===== config.mk =====
export PLATFORM = sky130hd
export DESIGN_NAME = instruction_fetch_unit_flat
export DESIGN_NICKNAME = d
export VERILOG_FILES = /design/src/rtl/instruction_fetch_unit_if.sv /design/src/rtl/instruction_fetch_unit.sv /design/src/flat_wrapper.sv
export SDC_FILE = /design/constraint.sdc
export NUM_CORES = 1
export LEC_CHECK = 0
export CAP_MARGIN = 20
export CORE_UTILIZATION = 30
export DETAILED_ROUTE_END_ITERATION = 16
export SLEW_MARGIN = 20
export SYNTH_ARGS = -nofsm -noshare
export SYNTH_HDL_FRONTEND = slang
export SYNTH_SLANG_ARGS = --single-unit

===== constraint.sdc =====
create_clock -name clk -period 2.3 [get_ports clk]
set_input_delay 0.575 -clock clk [delete_from_list [all_inputs] [get_ports clk]]
set_output_delay 0.575 -clock clk [all_outputs]
set_load 0.03 [all_outputs]

===== src/rtl/instruction_fetch_unit_if.sv =====
// Fetch-unit bus bundle: program-memory port, decoder loopback,
// execute-stage handshake, redirect and halt signalling.
interface instruction_fetch_unit_if #(
   parameter int unsigned ADDR_W = 16
);
   logic [ADDR_W-1:0] mem_addr;
   logic              mem_rd;
   logic [7:0]        mem_rdata;
   logic              mem_ready;
   logic [7:0]        ir;
   logic [1:0]        dec_len;
   logic [7:0]        op_lo;
   logic [7:0]        op_hi;
   logic [1:0]        inst_len;
   logic [ADDR_W-1:0] inst_pc;
   logic              inst_valid;
   logic              inst_ready;
   logic              redirect_valid;
   logic [ADDR_W-1:0] redirect_pc;
   logic              halt_in;
   logic              halted;

   modport master (
      output mem_addr, mem_rd, ir, op_lo, op_hi,
      output inst_len, inst_pc, inst_valid, halted,
      input  mem_rdata, mem_ready, dec_len, inst_ready,
      input  redirect_valid, redirect_pc, halt_in
   );

   modport slave (
      input  mem_addr, mem_rd, ir, op_lo, op_hi,
      input  inst_len, inst_pc, inst_valid, halted,
      output mem_rdata, mem_ready, dec_len, inst_ready,
      output redirect_valid, redirect_pc, halt_in
   );
endinterface


===== src/rtl/instruction_fetch_unit.sv =====
// Byte-serial instruction fetch for the 8-bit MP core: opcode, decoder
// length lookup, 0-2 operand bytes, then valid/ready hand-off.
module instruction_fetch_unit #(
   parameter int unsigned       ADDR_W   = 16,
   parameter logic [ADDR_W-1:0] RESET_PC = '0
) (
   input logic                      clk,
   input logic                      rst,
   instruction_fetch_unit_if.master bus
);
   typedef enum logic [2:0] {
      F_OP, DECIDE, F_B2, F_B3, HOLD, HALTED
   } state_e;

   localparam logic [ADDR_W-1:0] PC_ONE = 1;

   state_e            state_q, state_d;
   logic [ADDR_W-1:0] pc_q, pc_d;
   logic [ADDR_W-1:0] inst_pc_q, inst_pc_d;
   logic [7:0]        ir_q, ir_d;
   logic [7:0]        op_lo_q, op_lo_d;
   logic [7:0]        op_hi_q, op_hi_d;
   logic [1:0]        len_q, len_d;
   logic              fetch_st;
   logic              xfer;

   assign fetch_st = (state_q == F_OP) || (state_q == F_B2) ||
                     (state_q == F_B3);
   assign bus.mem_rd     = fetch_st & ~rst;
   assign xfer           = bus.mem_rd & bus.mem_ready;
   assign bus.mem_addr   = pc_q;
   assign bus.ir         = ir_q;
   assign bus.op_lo      = op_lo_q;
   assign bus.op_hi      = op_hi_q;
   assign bus.inst_len   = len_q;
   assign bus.inst_pc    = inst_pc_q;
   assign bus.inst_valid = (state_q == HOLD);
   assign bus.halted     = (state_q == HALTED);

   always_comb begin
      state_d   = state_q;
      pc_d      = pc_q;
      inst_pc_d = inst_pc_q;
      ir_d      = ir_q;
      op_lo_d   = op_lo_q;
      op_hi_d   = op_hi_q;
      len_d     = len_q;
      unique case (state_q)
         F_OP: begin
            if (bus.redirect_valid) begin
               pc_d = bus.redirect_pc;
            end else if (xfer) begin
               ir_d      = bus.mem_rdata;
               inst_pc_d = pc_q;
               op_lo_d   = 8'h00;
               op_hi_d   = 8'h00;
               pc_d      = pc_q + PC_ONE;
               state_d   = DECIDE;
            end
         end
         DECIDE: begin
            if (bus.redirect_valid) begin
               pc_d    = bus.redirect_pc;
               state_d = F_OP;
            end else begin
               len_d   = (bus.dec_len == 2'd0) ? 2'd1 : bus.dec_len;
               state_d = (bus.dec_len < 2'd2) ? HOLD : F_B2;
            end
         end
         F_B2: begin
            if (bus.redirect_valid) begin
               pc_d    = bus.redirect_pc;
               state_d = F_OP;
            end else if (xfer) begin
               op_lo_d = bus.mem_rdata;
               pc_d    = pc_q + PC_ONE;
               state_d = (len_q == 2'd3) ? F_B3 : HOLD;
            end
         end
         F_B3: begin
            if (bus.redirect_valid) begin
               pc_d    = bus.redirect_pc;
               state_d = F_OP;
            end else if (xfer) begin
               op_hi_d = bus.mem_rdata;
               pc_d    = pc_q + PC_ONE;
               state_d = HOLD;
            end
         end
         HOLD: begin
            // A redirect drops the held instruction whether or not it is taken
            if (bus.redirect_valid) begin
               pc_d    = bus.redirect_pc;
               state_d = F_OP;
            end else if (bus.inst_ready) begin
               state_d = bus.halt_in ? HALTED : F_OP;
            end
         end
         HALTED: state_d = HALTED;
         default: state_d = F_OP;
      endcase
   end

   always_ff @(posedge clk) begin
      if (rst) begin
         state_q   <= F_OP;
         pc_q      <= RESET_PC;
         inst_pc_q <= RESET_PC;
         ir_q      <= 8'h00;
         op_lo_q   <= 8'h00;
         op_hi_q   <= 8'h00;
         len_q     <= 2'd1;
      end else begin
         state_q   <= state_d;
         pc_q      <= pc_d;
         inst_pc_q <= inst_pc_d;
         ir_q      <= ir_d;
         op_lo_q   <= op_lo_d;
         op_hi_q   <= op_hi_d;
         len_q     <= len_d;
      end
   end
endmodule


===== src/flat_wrapper.sv =====
// flat-port wrapper written by rule: the top's interface ports become plain ports
module instruction_fetch_unit_flat 
#(
   parameter int unsigned       ADDR_W   = 16,
   parameter logic [ADDR_W-1:0] RESET_PC = '0
)
  (clk, rst, bus_mem_addr, bus_mem_rd, bus_ir, bus_op_lo, bus_op_hi, bus_inst_len, bus_inst_pc, bus_inst_valid, bus_halted, bus_mem_rdata, bus_mem_ready, bus_dec_len, bus_inst_ready, bus_redirect_valid, bus_redirect_pc, bus_halt_in);
  instruction_fetch_unit_if #(.ADDR_W(ADDR_W)) bus_i ();
  input logic clk;
  input logic rst;
  output wire logic [$bits(bus_i.mem_addr)-1:0] bus_mem_addr;
  output wire logic [$bits(bus_i.mem_rd)-1:0] bus_mem_rd;
  output wire logic [$bits(bus_i.ir)-1:0] bus_ir;
  output wire logic [$bits(bus_i.op_lo)-1:0] bus_op_lo;
  output wire logic [$bits(bus_i.op_hi)-1:0] bus_op_hi;
  output wire logic [$bits(bus_i.inst_len)-1:0] bus_inst_len;
  output wire logic [$bits(bus_i.inst_pc)-1:0] bus_inst_pc;
  output wire logic [$bits(bus_i.inst_valid)-1:0] bus_inst_valid;
  output wire logic [$bits(bus_i.halted)-1:0] bus_halted;
  input wire logic [$bits(bus_i.mem_rdata)-1:0] bus_mem_rdata;
  input wire logic [$bits(bus_i.mem_ready)-1:0] bus_mem_ready;
  input wire logic [$bits(bus_i.dec_len)-1:0] bus_dec_len;
  input wire logic [$bits(bus_i.inst_ready)-1:0] bus_inst_ready;
  input wire logic [$bits(bus_i.redirect_valid)-1:0] bus_redirect_valid;
  input wire logic [$bits(bus_i.redirect_pc)-1:0] bus_redirect_pc;
  input wire logic [$bits(bus_i.halt_in)-1:0] bus_halt_in;
  assign bus_mem_addr = bus_i.mem_addr;
  assign bus_mem_rd = bus_i.mem_rd;
  assign bus_ir = bus_i.ir;
  assign bus_op_lo = bus_i.op_lo;
  assign bus_op_hi = bus_i.op_hi;
  assign bus_inst_len = bus_i.inst_len;
  assign bus_inst_pc = bus_i.inst_pc;
  assign bus_inst_valid = bus_i.inst_valid;
  assign bus_halted = bus_i.halted;
  assign bus_i.mem_rdata = bus_mem_rdata;
  assign bus_i.mem_ready = bus_mem_ready;
  assign bus_i.dec_len = bus_dec_len;
  assign bus_i.inst_ready = bus_inst_ready;
  assign bus_i.redirect_valid = bus_redirect_valid;
  assign bus_i.redirect_pc = bus_redirect_pc;
  assign bus_i.halt_in = bus_halt_in;
  instruction_fetch_unit #(.ADDR_W(ADDR_W), .RESET_PC(RESET_PC)) u_core (.clk(clk), .rst(rst), .bus(bus_i));
endmodule

==> results of run 1 <==
==> cells by family (layout without fill, tap and decap cells) <==
group / Yosys count / after routing / share of synthesized area
AOI/OAI and AO/OA: 104 / 104 / 0.220
xor gates and xnor gates: 1 / 1 / 0.00559
buffers and inverters: 38 / 141 / 0.0692
muxes: 1 / 1 / 0.00344
DFF: 61 / 61 / 0.419
and+or+nand+nor: 159 / 159 / 0.278
adders and majority gates: 1 / 1 / 0.00430
==> stage by stage <==
step | setup WS, ns | utilization | hold WS [ns] | TNS (ns)
floorplan | 0.0509 | - | 0.580 | 0
global placement | -0.0677 | 0.431 | 0.444 | -0.496
detailed placement | -0.141 | 0.431 | 0.448 | -1.28
CTS | 0.0171 | 0.452 | 0.458 | 0
global route | 0.0192 | 0.452 | 0.467 | 0
finish | 0.134 | 0.452 | 0.456 | 0
==> where the power goes <==
| part | total [W] | internal [W] | switching (W) |
|---|---|---|---|
| clock | 0.000966 | 0.000504 | 0.000462 |
| sequential | 0.00134 | 0.00118 | 0.000160 |
| combinational | 0.00151 | 0.000643 | 0.000864 |
| total | 0.00382 | 0.00233 | 0.00149 |
==> flip-flops by register name, indices dropped and copies added (netlist names) <==
signal / cells
u_core.bus.op_hi: 8
u_core.state_q: 3
u_core.bus.ir: 8
u_core.bus.mem_addr: 16
u_core.bus.inst_len: 2
u_core.bus.op_lo: 8
u_core.bus.inst_pc: 16
==> final timing paths <==
path	endpoint	slack [ns]
setup / recovery	bus_mem_addr[0]	0.13
setup reg to reg	u_core.bus.mem_addr[12]	0.33
hold reg to reg	u_core.bus.op_lo[3]	0.46
hold / removal	u_core.bus.op_lo[3]	0.46
==> per-layer routing <==
layer / up-vias / share of wire
li1: 1473 / -
met1: 1346 / 0.46
met2: 75 / 0.48
met3: 11 / 0.045
met4: 0 / 0.014
met5: - / 0
==> layout by cell type, fill, tap and decap left out, types with 2 or more instances in the layout <==
cell type and instances:
dfxtp_1 61, nand3_2 7, o32ai_1 8, nand4_1 4, clkbuf_8 9, a311oi_2 2, and3_1 5, o31a_1 5
inv_1 13, o21ai_0 9, nor2b_1 5, nor3_2 2, inv_6 2, nor2_2 2, clkinv_2 2, nor3_1 6
a21oi_2 2, a211oi_1 5, nand3_1 18, a32oi_1 2, clkinvlp_4 2, buf_4 19, nand2_1 79, nor2_1 14
nand2b_1 3, a21oi_1 58, o21ai_1 4, buf_12 3, clkdlybuf4s50_1 88, a31oi_1 2
==> area by class of cell <==
class | instances | area share
Clock buffer | 9 | 0.0294
Clock inverter | 7 | 0.0172
Inverter | 13 | 0.0116
Multi-Input combinational cell | 266 | 0.353
Sequential cell | 61 | 0.290
Tap cell | 129 | 0.0383
Timing Repair Buffer | 112 | 0.261
==> run_results.csv, run 1 <==
group,metric,value,unit
sta,min_period,2.17,ns
die,die_x,101,µm
sta,max_slew_margin,0.431,
yosys,postSynthCellCount,365,
clocking,clockRootBuffer,"clkbuf_8",
critical_path,cp_slowest_cell,"clkdlybuf4s50_1",
yosys,synth.area.top_cells,"dfxtp_1 42%, nand2_1 10%, a21oi_1 10%, nand3_1 3.1%, nand3_2 2.4%",
place,place_hpwl,5840,µm
yosys,synth_seq_cells,61,
die,dieArea,10100,µm²
cells_and_area,area_growth,44.9,%
critical_path,cpLargestDelayFamily,"buffers and inverters",
global_route,grt_util_met2,0.286,
critical_path,startpoint_type,"flop",
clocking,postCtsSetupRepairBufs,0,
clocking,clockBufferDepth,2,
yosys,synth.most_common_cell,"nand2_1",
min_path,hold_start,"u_core.bus.op_lo[3]",
yosys,syn_nets,398,
global_route,antenna_found_initial,0,
yosys,ys_warn_count,0,
sta,timing_worst_slew_pin_value,0.850,ns
cells_and_area,fin_area,4220,µm²
critical_path,crit_cells,1,
critical_path,cp-startpoint,"u_core.bus.mem_addr[0]",
cells_and_area,insertedDiodeCount,0,
die,ioPinCount,93,
clocking,cts_buffers,9,
global_route,met3_usage,0.0319,
sta,rsz0062_at_grt,"false",
cells_and_area,layout-drive-gt1-share,0.132,
yosys,yosysSeqAreaShare,0.419,
place,placed_cells,581,
yosys,ys_types,52,
critical_path,cp_data_required_time,1.73,ns
critical_path,timing.reg2reg.worst_path_depth,6,
clocking,cts_resized,0,
die,start_util,0.312,
critical_path,arrival,1.59,ns
cells_and_area,multi_input_area,1490,µm²
detailed_routing,viasPerCell,4.87,
clocking,htree_num_levels,3,
die,core,9330,µm²
place,gp_congestion,0.811,
clocking,clkSinkCount,61,
detailed_routing,postRouteAntennaNets,0,
pwr,p_per_area,905,nW/µm²
yosys,synth_top_area_frac,0.419,
sta,max_clock_freq,462,MHz
status,status,"finished clean",
sta,hold_viol,0,
critical_path,r2r_start,"u_core.bus.mem_addr[0]",
sta,finalMaxSlewViolations,0,
pwr,ir_drop,437,µV
detailed_routing,firstDrtPassIters,4,
yosys,synth_edf_count,0,
cells_and_area,stdcell_count,597,
pwr,leakagePower,1.45,nW
die,core.rowCount,35,
cells_and_area,num-fill-cells,925,
die,die_h,101,µm
global_route,busiest_layer,"met2",
critical_path,cp_cell_sequence,"clkdlybuf4s50_1",
clocking,path_clk_slew,0.08,ns
critical_path,cp_num_buf_inv,1,
clocking,ctsHoldBuffers,0,
yosys,avgSynthCellArea,7.98,µm²
pwr,power,0.00382,W
detailed_routing,dr.first_iter.drc_count,87,
place,port_buffers,92,
clocking,cts_tree,"yes",
sta,skew,0.00789,ns
detailed_routing,vias,2905,
critical_path,setup.worst_path.end_class,"output pin",
global_route,grt_pass1_vias,2827,
yosys,synthFlopType,"dfxtp_1",
yosys,yosys.area.top_type,"dfxtp_1",
cells_and_area,num-nets-final,496,
global_route,grt_pass1_wl,13800,µm
global_route,use_met1,0.221,
critical_path,cpPeakStageDelay,0.74,ns
place,postPlaceCellArea,4020,µm²
global_route,gr-total-overflow,0,
min_path,hold_path_depth,2,
job,drv_cap,0,
min_path,hold_class,"reg2reg",
global_route,track_usage,0.172,
critical_path,path_max_fanout,7,
cells_and_area,seqCellArea,1220,µm²
yosys,synth_async_sr_flop_share,0,
detailed_routing,wl_per_cell,13.9,µm
clocking,clkLatencyLatePin,0.34,ns
sta,setup_viol,0,
critical_path,worstSetupPathType,"reg2out",
yosys,netlist_area,2910,µm²
yosys,yosys-top-cells-count,"79 x nand2_1, 61 x dfxtp_1, 58 x a21oi_1, 18 x nand3_1, 14 x nor2_1",
global_route,grt_max_degree,34,
sta,fin_crit_sh,0.942,
detailed_routing,wl,8280,µm
detailed_routing,drc,0,
Power figures use the tool's default switching activity.
==> run 2, diff against run 1 <==
- CORE_MARGIN: not set -> 2
==> run 2 against run 1 <==
Net effect:
- first-iteration DRC count rose by 2.3%
- routed wire length rose by 0.42%
- clock skew rose by 0.0012 ns
- register-to-register slack improved by 0.02 ns
- sequential power barely moved
- power barely moved
- critical path depth rose by 3
- cell count fell by 0.34%
- via count rose by 0.83%
- die area rose by 4.0%
- worst hold slack got worse by 0.0012 ns
- critical path type unchanged
- critical endpoint is now bus_mem_rd
==> run_results.csv, run 2 (same netlist as run 1, synthesis figures left out) <==
group,metric,value,unit
clocking,path_clk_slew,0.08,ns
global_route,grt_pass1_vias,2801,
pwr,switching_power,0.00149,W
clocking,clkSinkCount,61,
sta,fin_setup_tns,0,ns
clocking,htree_num_levels,3,
cells_and_area,area_growth,44.4,%
critical_path,cp_data_required_time,1.73,ns
sta,skew,0.00905,ns
cells_and_area,fin_area,4210,µm²
cells_and_area,num-fill-cells,947,
pwr,ir_drop,384,µV
detailed_routing,viasPerCell,4.92,
clocking,cts_buffers,9,
min_path,hold_start,"u_core.bus.inst_pc[0]",
die,die_x,103,µm
die,core.rowCount,35,
pwr,p_sw_frac,0.391,
detailed_routing,dr.first_iter.drc_count,89,
cells_and_area,fin_util,0.451,
pwr,p_per_area,907,nW/µm²
die,die_h,103,µm
clocking,postCtsSetupRepairBufs,0,
detailed_routing,wl_per_cell,14.0,µm
place,postPlaceCellArea,4000,µm²
detailed_routing,vias,2929,
global_route,grt_pass1_wl,13500,µm
pwr,clkPwrFrac,0.253,
job,drv_cap,0,
die,dieArea,10500,µm²
global_route,gr-total-overflow,0,
detailed_routing,firstDrtPassIters,4,
min_path,hold_end,"u_core.bus.inst_pc[0]",
die,core,9330,µm²
pwr,leakagePower,1.44,nW
clocking,clockBufferDepth,2,
sta,timing_worst_slew_pin_value,0.542,ns
cells_and_area,stdcell_count,595,
detailed_routing,met3_length,389,µm
clocking,clkLatencyLatePin,0.33,ns
sta,finalMaxSlewViolations,0,
detailed_routing,postRouteAntennaNets,0,
detailed_routing,routed.top_layer,"met4",
pwr,p_int,0.00232,W
critical_path,r2r_start,"u_core.bus.mem_addr[0]",
min_path,hold_class,"reg2reg",
global_route,grt_max_degree,34,
place,gp_congestion,0.859,
sta,rsz0062_at_grt,"false",
clocking,clockRootBuffer,"clkbuf_8",
min_path,hold_path_depth,2,
critical_path,arrival,1.60,ns
detailed_routing,m1WireLength,4050,µm
critical_path,rrSetupSlack,0.35,ns
cells_and_area,most-common-layout-cells,"88 x clkdlybuf4s50_1, 79 x nand2_1, 61 x dfxtp_1, 58 x a21oi_1, 18 x nand3_1",
sta,max_slew_margin,0.639,
clocking,cts_tree,"yes",
die,start_util,0.312,
critical_path,startpoint_type,"flop",
place,port_buffers,92,
critical_path,setup.worst_path.end_class,"output pin",
sta,setup_viol,0,
sta,hold_viol,0,
cells_and_area,insertedDiodeCount,0,
critical_path,timing.reg2reg.worst_path_depth,6,
cells_and_area,num-nets-final,494,
place,placed_cells,579,
detailed_routing,dr_wl_met2,3810,µm
critical_path,worstSetupPathType,"reg2out",
critical_path,path_max_fanout,14,
detailed_routing,drc,0,
sta,fin_crit_sh,0.945,
critical_path,r2r-end,"u_core.bus.mem_addr[12]",
sta,max_clock_freq,460,MHz
pwr,p_seq_frac,0.352,
die,ioPinCount,93,
place,place_hpwl,5890,µm
clocking,ctsHoldBuffers,0,
pwr,combPwrFrac,0.395,
cells_and_area,layout-drive-gt1-share,0.131,
global_route,track_usage,0.163,
sta,min_period,2.17,ns
detailed_routing,wl,8320,µm
global_route,antenna_found_initial,0,
status,status,"finished clean",
cells_and_area,final_common_cell,"clkdlybuf4s50_1",
[run 2: cell count changes in the layout (fill, tap and decap cells not counted)]
cell,previous run,this run
buf_4,19,17
nor2_1,14,13
nor2_2,2,3
[run 2: worst max-delay path, cell delays in order, from the launching register on]
cell and delay (ns):
dfxtp_1 0.53, buf_4 0.28, nor2_1 0.08, nor3_1 0.18, buf_4 0.20
[run 2: layout make-up]
type | instances | area [µm²] | area share
clock inverters | 7 | 72.6 | 0.0173
clock buffers | 9 | 124 | 0.0295
inverters | 13 | 48.8 | 0.0116
well taps | 129 | 161 | 0.0384
flip-flops and latches | 61 | 1220 | 0.290
repair buffers | 110 | 1090 | 0.258
multi-input cells | 266 | 1490 | 0.355
[run 2: through the flow]
| stage | hold WS, ns | power (W) | setup slack [ns] |
|---|---|---|---|
| floorplan | 0.580 | 0.00231 | 0.0509 |
| global placement | 0.444 | 0.00285 | -0.121 |
| detailed placement | 0.446 | 0.00287 | -0.157 |
| CTS | 0.457 | 0.00384 | 0.0426 |
| global route | 0.470 | 0.00405 | 0.0447 |
| finish | 0.455 | 0.00382 | 0.126 |
[run 2: worst max-delay path by stage]
stage | from | endpoint | slack, ns
2_1_floorplan | rst | bus_mem_rd | 0.05
3_3_place_gp | bus_mem_ready | u_core.bus.mem_addr[2] | -0.12
3_5_place_dp | bus_mem_ready | u_core.bus.mem_addr[5] | -0.16
4_1_cts | u_core.state_q[1] | bus_inst_valid | 0.04
5_1_grt | u_core.state_q[1] | bus_mem_rd | 0.04
6_report | u_core.state_q[1] | bus_mem_rd | 0.13
[run 2: power by group through the flow]
| stage | registers (W) | clock network, W | logic, W |
|---|---|---|---|
| 4_1_cts | 0.00134 | 0.000989 | 0.00151 |
| 6_report | 0.00134 | 0.000965 | 0.00151 |
| 3_5_place_dp | 0.00137 | 0 | 0.00150 |
| 5_1_grt | 0.00137 | 0.00104 | 0.00164 |
| 2_1_floorplan | 0.00154 | 0 | 0.000774 |
| 3_3_place_gp | 0.00136 | 0 | 0.00148 |
[run 2: repair_timing]
action / 4_1_cts / 5_1_grt
setup endpoints to repair: 0 / 2
hold endpoints to repair: 0 / 0
resized for setup: 0 / 2
[run 2: metal layers]
| metal | global-route usage | vias up |
|---|---|---|
| li1 | - | 1465 |
| met1 | 0.220 | 1378 |
| met2 | 0.262 | 79 |
| met3 | 0.0312 | 7 |
| met4 | 0.0544 | 0 |
| met5 | 0 | - |
==> run 3, diff against run 2 <==
- CAP_MARGIN: 20 -> 10
- CORE_MARGIN: 2 -> 10
==> run 3 against run 2 <==
Net effect:
- via count up 0.14%
- critical path depth decreased by 2
- core utilization is 0.19 points lower
- critical endpoint is now bus_inst_valid
- largest power group unchanged
- highest routed layer unchanged
==> run_results.csv, run 3 (same netlist as run 1, synthesis figures left out) <==
group,metric,value,unit
min_path,hold_start,"u_core.bus.op_lo[0]",
die,dieArea,14000,µm²
cells_and_area,insertedDiodeCount,0,
clocking,cts_buffers,9,
place,postPlaceCellArea,4010,µm²
critical_path,cp_cell_sequence,"nor3b_2, clkdlybuf4s50_1",
clocking,path_clk_slew,0.08,ns
critical_path,r2r_start,"u_core.bus.mem_addr[0]",
cells_and_area,num-fill-cells,953,
die,ioPinCount,93,
cells_and_area,final_common_cell,"clkdlybuf4s50_1",
sta,rsz0062_at_grt,"false",
cells_and_area,fin_area,4190,µm²
sta,max_slew_margin,0.428,
pwr,ir_drop,381,µV
die,core.rowCount,35,
critical_path,rrSetupSlack,0.32,ns
critical_path,cpPeakStageDelay,0.71,ns
die,die_h,119,µm
place,place_hpwl,6590,µm
critical_path,r2r-end,"u_core.bus.mem_addr[12]",
clocking,clockRootBuffer,"clkbuf_8",
clocking,clockBufferDepth,2,
critical_path,timing.reg2reg.worst_path_depth,6,
detailed_routing,viasPerCell,4.92,
global_route,gr-total-overflow,0,
clocking,cts_tree,"yes",
cells_and_area,layout-drive-gt1-share,0.133,
detailed_routing,postRouteAntennaNets,0,
pwr,leakagePower,1.43,nW
detailed_routing,dr.first_iter.drc_count,128,
global_route,grt_max_degree,34,
sta,fin_crit_sh,0.954,
critical_path,cp_num_buf_inv,1,
cells_and_area,most-common-layout-cells,"89 x clkdlybuf4s50_1, 79 x nand2_1, 61 x dfxtp_1, 58 x a21oi_1",
cells_and_area,area_growth,43.8,%
min_path,hold_end,"u_core.bus.op_lo[0]",
global_route,grt_pass1_wl,14900,µm
detailed_routing,wl_per_cell,15.1,µm
critical_path,cp_data_required_time,1.73,ns
critical_path,cp_slowest_cell,"clkdlybuf4s50_1",
status,status,"finished clean",
place,port_buffers,92,
critical_path,path_max_fanout,2,
global_route,antenna_found_initial,0,
critical_path,worstSetupPathType,"reg2out",
die,core,9330,µm²
sta,finalMaxSlewViolations,0,
critical_path,setup.worst_path.end_class,"output pin",
die,die_x,119,µm
job,drv_cap,0,
min_path,hold_path_depth,2,
clocking,clkLatencyLatePin,0.34,ns
cells_and_area,num-nets-final,495,
critical_path,arrival,1.62,ns
min_path,hold_class,"reg2reg",
critical_path,startpoint_type,"flop",
pwr,power,0.00369,W
global_route,grt_pass1_vias,2886,
place,placed_cells,580,
clocking,htree_num_levels,3,
die,start_util,0.312,
sta,min_period,2.19,ns
clocking,ctsHoldBuffers,0,
sta,skew,0.0148,ns
global_route,track_usage,0.126,
cells_and_area,stdcell_count,596,
place,dpl_worst_slack,-0.0818,ns
sta,worst_slack,0.105,ns
sta,max_clock_freq,456,MHz
detailed_routing,wl,8980,µm
sta,holdWs,0.454,ns
critical_path,cpLargestDelayFamily,"buffers and inverters",
clocking,clkSinkCount,61,
detailed_routing,drc,0,
sta,timing_worst_slew_pin_value,0.855,ns
sta,setup_viol,0,
pwr,p_per_area,881,nW/µm²
sta,hold_viol,0,
detailed_routing,vias,2933,
detailed_routing,firstDrtPassIters,4,
place,gp_congestion,0.818,
-- run 3: changes by cell type in the layout (fill, tap and decap cells not counted) --
cell	change
clkinv_4	+3
buf_4	+1
inv_6	-1
bufinv_16	-1
clkdlybuf4s50_1	+1
clkinvlp_4	-2
dlymetal6s2s_1	-1
clkinv_2	+1
-- run 3: final cells by class --
cell class                      instances  area [µm²]  share of cell area
Multi-Input combinational cell        266        1490               0.356
Sequential cell                        61        1220               0.292
Timing Repair Buffer                  111        1090               0.261
Tap cell                              129         161              0.0385
Clock buffer                            9         124              0.0296
Clock inverter                          7        50.0              0.0120
Inverter                               13        48.8              0.0117
-- run 3: power breakdown --
group	internal [W]	switching, W
sequential	0.00118	0.000160
combinational	0.000630	0.000875
clock	0.000394	0.000449
-- run 3: worst reg2reg max path: stages (launching register included) --
cell,delay [ns]
dfxtp_1,0.52
ha_1,0.29
nand4_1,0.18
nor2_2,0.34
nand4_1,0.17
o31a_1,0.26
o32ai_1,0.13
-- run 3: stage by stage --
stage               TNS [ns]  utilization
floorplan                  0            -
CTS                        0        0.449
detailed placement    -0.651        0.430
global route               0        0.449
finish                     0        0.449
global placement      -0.600        0.430
-- run 3: repair_timing --
| action | in CTS | in global routing |
|---|---|---|
| resized for setup | 0 | 1 |
| setup endpoints to repair | 0 | 1 |
| buffers inserted | 0 | 0 |
| hold endpoints to repair | 0 | 0 |
-- run 3: per-layer routing --
metal / up-vias / routed length, µm / global-route usage
met5: - / 0 / 0
met4: 0 / 138 / 0.0443
met3: 13 / 518 / 0.0386
met2: 85 / 4230 / 0.203
met1: 1364 / 4090 / 0.157
li1: 1471 / - / -
-- run 3: worst max-delay path by stage --
stage | endpoint | cells past startpoint | slack (ns) | start
6_report | bus_inst_valid | 2 | 0.11 | u_core.state_q[0]
2_1_floorplan | bus_mem_rd | 3 | 0.05 | rst
5_1_grt | bus_inst_valid | 2 | 0.05 | u_core.state_q[2]
3_3_place_gp | u_core.bus.mem_addr[2] | 6 | -0.08 | bus_redirect_valid
4_1_cts | bus_inst_valid | 2 | 0.08 | u_core.state_q[0]
3_5_place_dp | u_core.bus.mem_addr[5] | 6 | -0.08 | bus_redirect_valid
==> variant, RTL diff (settings of run 2) <==
Take the reset off `ir_q` and load it in a clocked block of its own.
--- a/src/rtl/instruction_fetch_unit.sv
+++ b/src/rtl/instruction_fetch_unit.sv
@@ -106,7 +106,6 @@
          state_q   <= F_OP;
          pc_q      <= RESET_PC;
          inst_pc_q <= RESET_PC;
-         ir_q      <= 8'h00;
          op_lo_q   <= 8'h00;
          op_hi_q   <= 8'h00;
          len_q     <= 2'd1;
@@ -114,11 +113,14 @@
          state_q   <= state_d;
          pc_q      <= pc_d;
          inst_pc_q <= inst_pc_d;
-         ir_q      <= ir_d;
          op_lo_q   <= op_lo_d;
          op_hi_q   <= op_hi_d;
          len_q     <= len_d;
       end
    end
+
+   always_ff @(posedge clk) begin
+      ir_q <= ir_d;
+   end
 endmodule
 
Formal check against the unedited RTL: differs if rst is asserted again (counterexample within 4 cycles, from zero or initial values and one cycle with rst high); with rst held inactive, the same outputs for 4 cycles.
==> variant against run 2 <==
- synthesized area grew 1.2%
- non-clock buffer count grew 18
- routed wire length grew 2.5%
- setup slack lost 22 ps
- sequential cell count is the same
- final area grew 4.5%
- final cell count shrank 1.7%
- power shrank 12%
- critical endpoint is now bus_mem_addr[11]
- highest routed layer unchanged
==> variant: results (changes against run 2) <==
status finished, final reports clean (unchanged); largest net degree at the start of global routing 36 (was 34); share of cells above drive strength 1 13.7% (was 13.1%); worst rel slew slack 73.9% (was 63.9%); multi-input logic area 0.00145 mm2 (was 0.00149 mm2); XOR/XNOR share of the synthesized area 0.297% (was 0.559%); first-pass GRT wire length 13.5 mm (about the same); clock group power 0.000972 W (was 0.000965 W); Post-CTS Resized 4 (was 0); Final nets 480 (was 494); met3 usage 2.98% (was 3.12%); ClkCell Share 4.53% (was 4.67%); placed cell areas 0.00420 mm2 (was 0.00400 mm2); buffering overhead 27.5% (was 25.8%); WHS Endpoint u_core.bus.inst_pc[4]$_SDFFE_PP0P_ (was u_core.bus.inst_pc[0]$_SDFFE_PP0P_); num sequential 61 (unchanged); vias in the first global route 2,789 (was 2,801); Synth Net Count 368 (was 398); multiplexer share of the synthesized area 7.81% (was 0.344%); Commonest cells post-synth 53 x dfxtp_1, 39 x nand2_1, 29 x a21oi_1 (was 79 x nand2_1, 61 x dfxtp_1, 58 x a21oi_1); Int Pwr 0.00217 W (was 0.00232 W); VDD IR-drop max 0.000312 V (was 0.000384 V); Static Leak 1.54 nW (was 1.44 nW); Buffers excl. clock 128 (was 110); sequential cell power 0.00130 W (was 0.00134 W); WP data arrival 1620 ps (was 1600 ps); multi-input gates 230 (was 266); worst reg2reg startpoint u_core.bus.mem_addr[8]$_SDFFE_PP0P_ (was u_core.bus.mem_addr[0]$_SDFFE_PP0P_); DP HPWL 6.15 mm (was 5.89 mm); max incr delay on CP 750 ps (was 530 ps); gr usage total 16.2% (was 16.3%); via count 2,900 (was 2,929)
[variant: changes by cell type after synthesis, sizes merged, moves of 4 or more]
cell / change
or4: +6
clkbuf: +4
nor2: +8
edfxtp: +8
o21ai: -9
nand3: -15
o31a: -5
a21oi: -30
mux2i: +22
nor4: +8
nand2: -41
a22oi: +8
dfxtp: -8
[variant: metrics by stage]
stage	worst slack, ps	total power [W]	std cells	utilization, %	TNS [ps]
floorplan	162	0.00194	335	-	0
global placement	-54.7	0.00238	569	43.5	-468
detailed placement	-84.1	0.00240	569	43.5	-1170
CTS	91.3	0.00337	585	45.6	0
global route	32.9	0.00351	585	45.6	0
finish	104	0.00334	585	45.6	0
[variant: kinds of logic after synthesis]
| logic type | Yosys count |
|---|---|
| AOI/OAI and AO/OA | 72 |
| xor gates and xnor gates | 1 |
| adders and majority gates | 1 |
| buffers and inverters | 44 |
| DFF | 61 |
| muxes | 23 |
| and+or+nand+nor | 133 |
